File: src/rtl/ballot_unit_pkg.sv
// Shared ballot definitions: FSM states, default timing constants and the single-press check.
// Hold default matches the authorisation stage's 50000-cycle hold so both stages debounce alike.
package ballot_unit_pkg;

    typedef enum logic [2:0] {
        ST_IDLE,
        ST_ARMED,
        ST_QUALIFY,
        ST_RECORD,
        ST_RELEASE
    } state_t;

    localparam int DEF_HOLD_CYCLES    = 50000;
    localparam int DEF_TIMEOUT_CYCLES = 5000000;
    localparam int MAX_CAND           = 8;

    // Active-low buttons; unused upper positions must be padded with 1 (released).
    function automatic logic exactly_one_low(input logic [MAX_CAND-1:0] btn_n);
        logic [MAX_CAND-1:0] pressed;
        pressed = ~btn_n;
        return (pressed != '0) && ((pressed & (pressed - MAX_CAND'(1))) == '0);
    endfunction

endpackage

File: src/rtl/ballot_unit_tally_bank.sv
// Per-candidate saturating vote counters with a running total and sticky overflow flag.
// A saturated candidate's vote is dropped from the total as well as its own tally.
module tally_bank #(
    parameter int NUM_CAND = 4,
    parameter int CNT_W    = 16,
    parameter int IDX_W    = $clog2(NUM_CAND),
    parameter int TOT_W    = CNT_W + $clog2(NUM_CAND)
) (
    input  logic                      clock,
    input  logic                      reset,
    input  logic                      inc,
    input  logic [IDX_W-1:0]          idx,
    output logic [NUM_CAND*CNT_W-1:0] tally,
    output logic [TOT_W-1:0]          total_votes,
    output logic                      overflow
);

    logic [CNT_W-1:0] cnt [NUM_CAND];

    always_ff @(posedge clock) begin
        if (reset) begin
            for (int i = 0; i < NUM_CAND; i++) begin
                cnt[i] <= '0;
            end
            total_votes <= '0;
            overflow    <= 1'b0;
        end else if (inc) begin
            if (cnt[idx] == {CNT_W{1'b1}}) begin
                overflow <= 1'b1;
            end else begin
                cnt[idx]    <= cnt[idx] + CNT_W'(1);
                total_votes <= total_votes + TOT_W'(1);
            end
        end
    end

    for (genvar g = 0; g < NUM_CAND; g++) begin : g_flat
        assign tally[g*CNT_W +: CNT_W] = cnt[g];
    end

endmodule

File: src/rtl/ballot_unit.sv
// Opens one ballot per authorisation pulse, debounces a single held candidate button and records it.
// red_led holds off further authorisations until the ballot closes and all buttons are released.
module ballot_unit
    import ballot_unit_pkg::*;
#(
    parameter int NUM_CAND       = 4,
    parameter int CNT_W          = 16,
    parameter int HOLD_CYCLES    = DEF_HOLD_CYCLES,
    parameter int TIMEOUT_CYCLES = DEF_TIMEOUT_CYCLES
) (
    input  logic                                 clock,
    input  logic                                 reset,
    input  logic                                 valid_vote,
    input  logic [NUM_CAND-1:0]                  cand_button_n,
    output logic                                 red_led,
    output logic                                 green_led,
    output logic                                 vote_accepted,
    output logic [$clog2(NUM_CAND)-1:0]          accepted_cand,
    output logic                                 ballot_expired,
    output logic [NUM_CAND*CNT_W-1:0]            tally,
    output logic [CNT_W+$clog2(NUM_CAND)-1:0]    total_votes,
    output logic                                 overflow
);

    localparam int IDX_W = $clog2(NUM_CAND);
    localparam int TW    = $clog2(TIMEOUT_CYCLES + 1);
    localparam int HW    = $clog2(HOLD_CYCLES + 1);

    state_t            state, state_nxt;
    logic [TW-1:0]     tcnt;
    logic [HW-1:0]     hcnt;
    logic [IDX_W-1:0]  cand_idx;
    logic [IDX_W-1:0]  low_idx;
    logic [MAX_CAND-1:0] btn_pad;
    logic              one_low, same_btn, timeout, held;
    logic              red_d, green_d, accepted_d, expired_d;
    logic [IDX_W-1:0]  accepted_cand_d;

    always_comb begin
        btn_pad                 = '1;
        btn_pad[NUM_CAND-1:0]   = cand_button_n;
    end

    always_comb begin
        low_idx = '0;
        for (int i = NUM_CAND - 1; i >= 0; i--) begin
            if (!cand_button_n[i]) low_idx = IDX_W'(i);
        end
    end

    assign one_low  = exactly_one_low(btn_pad);
    assign same_btn = one_low && (low_idx == cand_idx);
    assign timeout  = (tcnt == TW'(TIMEOUT_CYCLES - 1));
    // hcnt already counts HOLD_CYCLES consecutive low samples, so completion needs no further press.
    assign held     = (hcnt == HW'(HOLD_CYCLES));

    always_ff @(posedge clock) begin
        if (reset) begin
            state          <= ST_IDLE;
            tcnt           <= '0;
            hcnt           <= '0;
            cand_idx       <= '0;
            red_led        <= 1'b0;
            green_led      <= 1'b0;
            vote_accepted  <= 1'b0;
            ballot_expired <= 1'b0;
            accepted_cand  <= '0;
        end else begin
            state          <= state_nxt;
            tcnt           <= (state == ST_ARMED || state == ST_QUALIFY) ? tcnt + TW'(1) : '0;
            hcnt           <= (state_nxt == ST_QUALIFY) ?
                              ((state == ST_QUALIFY) ? hcnt + HW'(1) : HW'(1)) : '0;
            if (state == ST_ARMED && state_nxt == ST_QUALIFY) cand_idx <= low_idx;
            red_led        <= red_d;
            green_led      <= green_d;
            vote_accepted  <= accepted_d;
            ballot_expired <= expired_d;
            accepted_cand  <= accepted_cand_d;
        end
    end

    always_comb begin
        state_nxt = state;
        case (state)
            ST_IDLE:    if (valid_vote) state_nxt = ST_ARMED;
            ST_ARMED: begin
                if (timeout)      state_nxt = ST_IDLE;
                else if (one_low) state_nxt = ST_QUALIFY;
            end
            ST_QUALIFY: begin
                if (held)           state_nxt = ST_RECORD;
                else if (timeout)   state_nxt = ST_IDLE;
                else if (!same_btn) state_nxt = ST_ARMED;
            end
            ST_RECORD:  state_nxt = ST_RELEASE;
            ST_RELEASE: if (&cand_button_n) state_nxt = ST_IDLE;
            default:    state_nxt = ST_IDLE;
        endcase
    end

    always_comb begin
        red_d           = (state_nxt != ST_IDLE);
        green_d         = (state_nxt == ST_ARMED) || (state_nxt == ST_QUALIFY);
        accepted_d      = (state == ST_RECORD);
        expired_d       = (state == ST_ARMED || state == ST_QUALIFY) && (state_nxt == ST_IDLE);
        accepted_cand_d = (state == ST_RECORD) ? cand_idx : accepted_cand;
    end

    tally_bank #(
        .NUM_CAND (NUM_CAND),
        .CNT_W    (CNT_W)
    ) u_tally_bank (
        .clock       (clock),
        .reset       (reset),
        .inc         (state == ST_RECORD),
        .idx         (cand_idx),
        .tally       (tally),
        .total_votes (total_votes),
        .overflow    (overflow)
    );

endmodule

File: config.mk
export PLATFORM = sky130hd
export DESIGN_NAME = ballot_unit
export DESIGN_NICKNAME = d
export VERILOG_FILES = /design/src/rtl/ballot_unit_pkg.sv /design/src/rtl/ballot_unit_tally_bank.sv /design/src/rtl/ballot_unit.sv
export SDC_FILE = /design/constraint.sdc
export NUM_CORES = 1
export LEC_CHECK = 0
export ABC_AREA = 1
export ABC_CLOCK_PERIOD_IN_PS = 5850
export BUFFER_PORTS_ARGS = -buffer_cell sky130_fd_sc_hd__buf_2
export CELL_PAD_IN_SITES_DETAIL_PLACEMENT = 0
export CELL_PAD_IN_SITES_GLOBAL_PLACEMENT = 1
export CORE_MARGIN = 10
export CORE_UTILIZATION = 41
export DETAILED_ROUTE_END_ITERATION = 10
export PLACE_DENSITY_LB_ADDON = 0.1
export RECOVER_POWER = 50
export SYNTH_ARGS = -nofsm -noshare
export SYNTH_HDL_FRONTEND = slang
export SYNTH_SLANG_ARGS = --single-unit
File: constraint.sdc
create_clock -name clock -period 5.85 [get_ports clock]
set_clock_uncertainty 0.1 [all_clocks]
set_input_delay 0 -clock clock [delete_from_list [all_inputs] [get_ports clock]]
set_output_delay 0 -clock clock [all_outputs]
set_load 0.01 [all_outputs]
# Yosys cells after proc, flatten, opt, wreduce, memory -nomap -nowiden
# Memories as Yosys holds them, arrays and structs flattened. A register that Yosys moved wholly into a read port is not among the register bits.
# Index checks and enable logic that the tools add are counted.
classes:
  addsub: 5
  eq_ne: 10
  muxes: 24
  bitwise_logic: 6
  n_reduce_logical: 18
op_table:
  columns: ["op", "n"]
  rows:
  - ["adder 16 x 1 -> 16 bit (second input constant)", 2]
  - ["== test 16 bit (second input constant)", 2]
  - ["adder 23 x 1 -> 23 bit (second input constant)", 1]
  - ["== test 23 bit (second input constant)", 1]
  - ["two-way mux 3 bit", 7]
  - ["adder 18 x 1 -> 18 bit (second input constant)", 1]
  - ["two-way mux 16 bit", 1]
  - ["OR reduction 16 bit", 1]
  - ["one-hot mux 3 bit (5 select lines)", 1]
  - ["two-way mux 2 bit", 7]
  - ["== test 3 x 2 -> 1 bit (second input constant)", 3]
  - ["AND 8 bit", 1]
  - ["logical NOT 8 bit", 1]
  - ["two-way mux 1 bit", 8]
  - ["inverter 8 bit", 1]
  - ["nonzero test 8 bit", 1]
  - ["subtractor 8 x 1 -> 8 bit (second input constant)", 1]
  - ["== test 3 x 1 -> 1 bit (second input constant)", 2]
  - ["logical NOT 3 bit", 2]
  - ["logical AND 1 bit", 4]
  - ["inverter 1 bit", 4]
  - ["AND reduction 2 bit", 2]
  - ["AND reduction 4 bit", 1]
  - ["OR reduction 2 bit", 2]
  - ["5 further kinds", 6]
totals:
  register_bits: 69
  ram_bits: 64
  inputBits: 7
  out_inout_bits: 89
  n_memories: 1
memory_table:
  columns: ["name", "words", "word_bits", "read_ports", "rd_clocked_by_memory_dff", "wr", "line", "rtl"]
  rows:
  - ["u_tally_bank.cnt", 4, 16, 5, 1, 4, "ballot_unit_tally_bank.sv:18", "logic [CNT_W-1:0] cnt [NUM_CAND];"]

# Logic depth before layout (Yosys ltp)
logic_depth:
  ltp_word: 14
  ltp_mapped: 19
  ltp_nobuf: 17

# Cells and area by module
# A second synthesis with hierarchy kept.
unflattened:
  cells_unflattened: 900
  area_unflattened_um2: 7181.9
modules_own_cells:
  columns: ["module", "n_inst", "cells_each", "area_each_um2", "seq_area_each_um2"]
  rows:
  - ["tally_bank", 1, 567, 4620.7, 2302.2]
  - ["ballot_unit", 1, 333, 2561.2, 1001.0]

# Worst setup path after synthesis
# OpenSTA, ideal clock, no wires.
synth_path:
  kind: "flip-flop to flip-flop"
  from: "reg (tool-made name)"
  to: "mem u_tally_bank.cnt[3][0], enable pin"
  arrival_ps: 3030
  required_ps: 5336
  path_slack_ps: 2306
  stages_incl_launch_ff: 16
  n_path_buf: 2
  synth_period_minus_slack_ps: 3544
  path_cell_list: "dfxtp_1 > inv_2 > buf_2 > nor2_1 > nor2_1 > o21ai_0 > nand2_1 > ha_1 > inv_1 > nor2_1 > nand2_1 > nor2_2 > nand2_2 > nand2_2 > buf_2 > o31ai_1"
synth_rtl:
  columns: ["item", "line"]
  rows:
  - ["end, declared", "ballot_unit_tally_bank.sv:18"]

==> reports/results.ini <==
[sta]
fin_crit_sh = 0.819
rsz0062_at_grt = false
maxSlewHeadroom = -0.668
period_needed_ps = 4790
tns_ps = 0
clock.fmax_ghz = 0.209
finalHoldViolCount = 0
setup_viol = 0
tightestPinTransition_ps = 2480
drv_slew = 22

[critical_path]
critPathMaxFanout = 33
rr_worst_depth = 18
timing.rr.end = u_tally_bank.cnt[0][5]
cp.required_ps = 5730
endpoint = u_tally_bank.cnt[0][5]
endpoint_kind = flip-flop
critical_path.cell_chain = buf_4, inv_1, nor2_1, nor2_1, o21ai_0, nand2_1, ha_1, inv_1, nor2_1, nand2_1, nor2_1, nand2_2, nand2_2, inv_4, nand2_4, nor2_4, nand2_2, nand2_1
crit_arrival_ps = 4670
crit_buf_inv = 4
critPathTopFamily = simple AND/OR/NAND/NOR gates
crit_top_cell = nor2_1
max_stage_delay_ps = 730
critPathLaunchType = flip-flop
worstSetupPathType = flip-flop to flip-flop
cp_slowest_cell = inv_1
r2r_slack_ps = 1060
cp.depth = 18

[global_routing]
grt_max_degree = 34
met2_usage = 0.266
grt_use_met3 = 0.0426
global_route.usage.met1 = 0.197
grt_antenna_before_repair = 0
grt-ovfl-total = 0
top_usage_layer = met2
grt_use_total = 0.162
grt_pass1_wl_mm = 27.7
first_global_vias = 5345

[synthesis]
yosysUniqueCellTypes = 38
synth_edf_count = 64
async_flop_share = 0
syn_nets = 833
syn-instance-count = 821
ys_seq_area_frac = 0.513
synth.avg_cell_area_um2 = 7.93
ys_ff_latch = 135
syn_area_um2 = 6510
yosys_most_used_dff = dfxtp_1
synth_warnings = 0

[clock_tree]
clkTransAtPathRegs_ps = 60
cts_resized = 0
tritoncts = done
htreeDepth = 4
numCtsBuffers = 17
cts_setup_buffers = 0
clk_latency_ps = 430
cts_root_buffer = clkbuf_16
clock-sinks = 135
cts_buffer_depth = 2

[placement]
hpwl_mm = 12.7
dp.cells = 1111
io_buffer_count = 95
gp_congestion = 0.852

[outcome]
failed_checks = max-capacitance violations, max-slew violations
status = finished, violations left

[routing]
drt-initial-drc-count = 368
wl_mm = 17.4
wl_per_cell_um = 15.2
firstDrtPassIters = 5
post-route-drc-count = 0
via_per_inst = 4.85
ant_nets = 0
dr_total_vias = 5563

[die]
dieArea_um2 = 21300
rows = 46
fp.dieW_um = 146
io_pins = 96
initial_core_util = 0.415
fp.dieH_um = 146
core_um2 = 15700

[power]
ir_worst_vdd_uv = 195
power_per_cell_area_nw_per_um2 = 300
power_leakage_nw = 2.88

[finish]
final_nets = 929
stdcell_count = 1146
final_layout_size_suffix_gt1_frac = 0.0548
fin_util = 0.489
regArea_um2 = 3340
area_delta_synth_final_pct = 17.8
diodes = 0
multi_input_area_um2 = 2740
fillers = 1577

[job]
maxCapViolCount = 1

[hold_path]
hold_path_class = primary input to flip-flop

## logic make-up (layout without fill, tap and decap cells)
logic type	Yosys count	in the layout	share of synthesized area
fa+ha+maj	5	5	0.00960
flops	135	135	0.513
simple gates	480	480	0.309
buf+inv	102	211	0.0663
xor+xnor	37	37	0.0498
compound gates	62	62	0.0521
## where the power goes
group | switching, W | internal (W) | leakage, nW | total (W)
clock network | 0.000394 | 0.000724 | 0.305 | 0.00112
logic | 0.000116 | 0.0000414 | 1.34 | 0.000158
registers | 0.0000174 | 0.00101 | 1.23 | 0.00103
## worst min-delay path by stage
stage	slack [ps]	endpoint	cells past startpoint	from
after detailed placement	270	state[2]	2	reset
after floorplan	180	u_tally_bank.total_votes[17]	2	reset
after CTS	30	cand_idx[0]	6	cand_button_n[1]
after global routing	130	cand_idx[0]	6	cand_button_n[1]
after global placement	260	state[2]	2	reset
final	50	cand_idx[0]	6	cand_button_n[1]
## stage by stage
stage	worst slack (ps)	instance area, um2	hold slack [ps]	total power [W]
floorplan	2310	6510	179	0.00115
finish	1060	7680	54.8	0.00230
global route	516	7680	126	0.00238
detailed placement	1430	7150	271	0.00121
global placement	1680	7150	259	0.00121
CTS	1420	7800	29.4	0.00233
## cell usage in the layout, fill, tap and decap left out, types with 3 or more instances in the layout
master | Yosys | final
a21oi_1 | 31 | 32
a31oi_1 | 3 | 3
buf_2 | 10 | 6
bufinv_16 | 0 | 3
clkbuf_1 | 7 | 91
clkbuf_16 | 0 | 18
clkbuf_8 | 0 | 3
clkinv_1 | 0 | 3
dfxtp_1 | 71 | 71
dlygate4sd3_1 | 0 | 3
edfxtp_1 | 64 | 64
ha_1 | 5 | 5
inv_1 | 73 | 74
inv_2 | 5 | 4
nand2_1 | 208 | 208
nand2_2 | 4 | 4
nand3_1 | 58 | 58
nand4_1 | 12 | 12
nor2_1 | 161 | 162
nor3_1 | 21 | 21
nor3b_1 | 4 | 4
o21a_1 | 3 | 3
o21ai_0 | 18 | 18
xnor2_1 | 12 | 12
xor2_1 | 25 | 25
## cells in the mapped netlist (2+ instances only)
cell type  instances  area share
a31oi_1            3      0.0029
buf_2             10      0.0077
nor2_1           161       0.093
nor3b_1            4      0.0046
and3_1             2      0.0019
xnor2_1           12       0.016
edfxtp_1          64        0.30
inv_2              5      0.0029
o21ai_0           18       0.014
o21a_1             3      0.0035
inv_1             73       0.042
nand3b_1           2      0.0023
nand4_1           12       0.012
nor3_1            21       0.016
nand2_2            4      0.0038
buf_6              3      0.0052
clkbuf_1           7      0.0040
buf_4              3      0.0035
xor2_1            25       0.034
nor4_1             2      0.0019
dfxtp_1           71        0.22
nand2_1          208        0.12
a21oi_1           31       0.024
o21ai_1            2      0.0015
ha_1               5      0.0096
nand3_1           58       0.045
## repair_timing
action,CTS,global route
endpoints found under the setup margin,0,0
hold buffers,3,0
endpoints found under the hold margin,21,0
## routing by layer
metal | routed length, um | up-vias
met1 | 7990 | 2562
met3 | 914 | 19
li1 | - | 2839
met5 | 0 | -
met4 | 316 | 0
met2 | 8140 | 143
## flip-flops by register name (all words and copies together) (netlist names), named ones only
| register | count |
|---|---|
| accepted_cand | 2 |
| ballot_expired | 1 |
| cand_idx | 2 |
| green_led | 1 |
| hcnt | 16 |
| red_led | 1 |
| state | 3 |
| tcnt | 23 |
| u_tally_bank.cnt | 64 |
| u_tally_bank.overflow | 1 |
| u_tally_bank.total_votes | 18 |
| vote_accepted | 1 |
## cell type report
type / instances / area share
flip-flops and latches: 135 / 0.436
multi-input cells: 584 / 0.357
clock buffers: 23 / 0.0650
repair buffers: 100 / 0.0533
inverters: 79 / 0.0390
well taps: 216 / 0.0352
clock inverters: 9 / 0.0153
## worst min-delay path: stages
cell and delay [ps]:
buf_2 120, nand2_1 90, nand2_1 70, inv_1 50, o21ai_0 90, a21oi_1 110
Power figures use the tool's default switching activity.
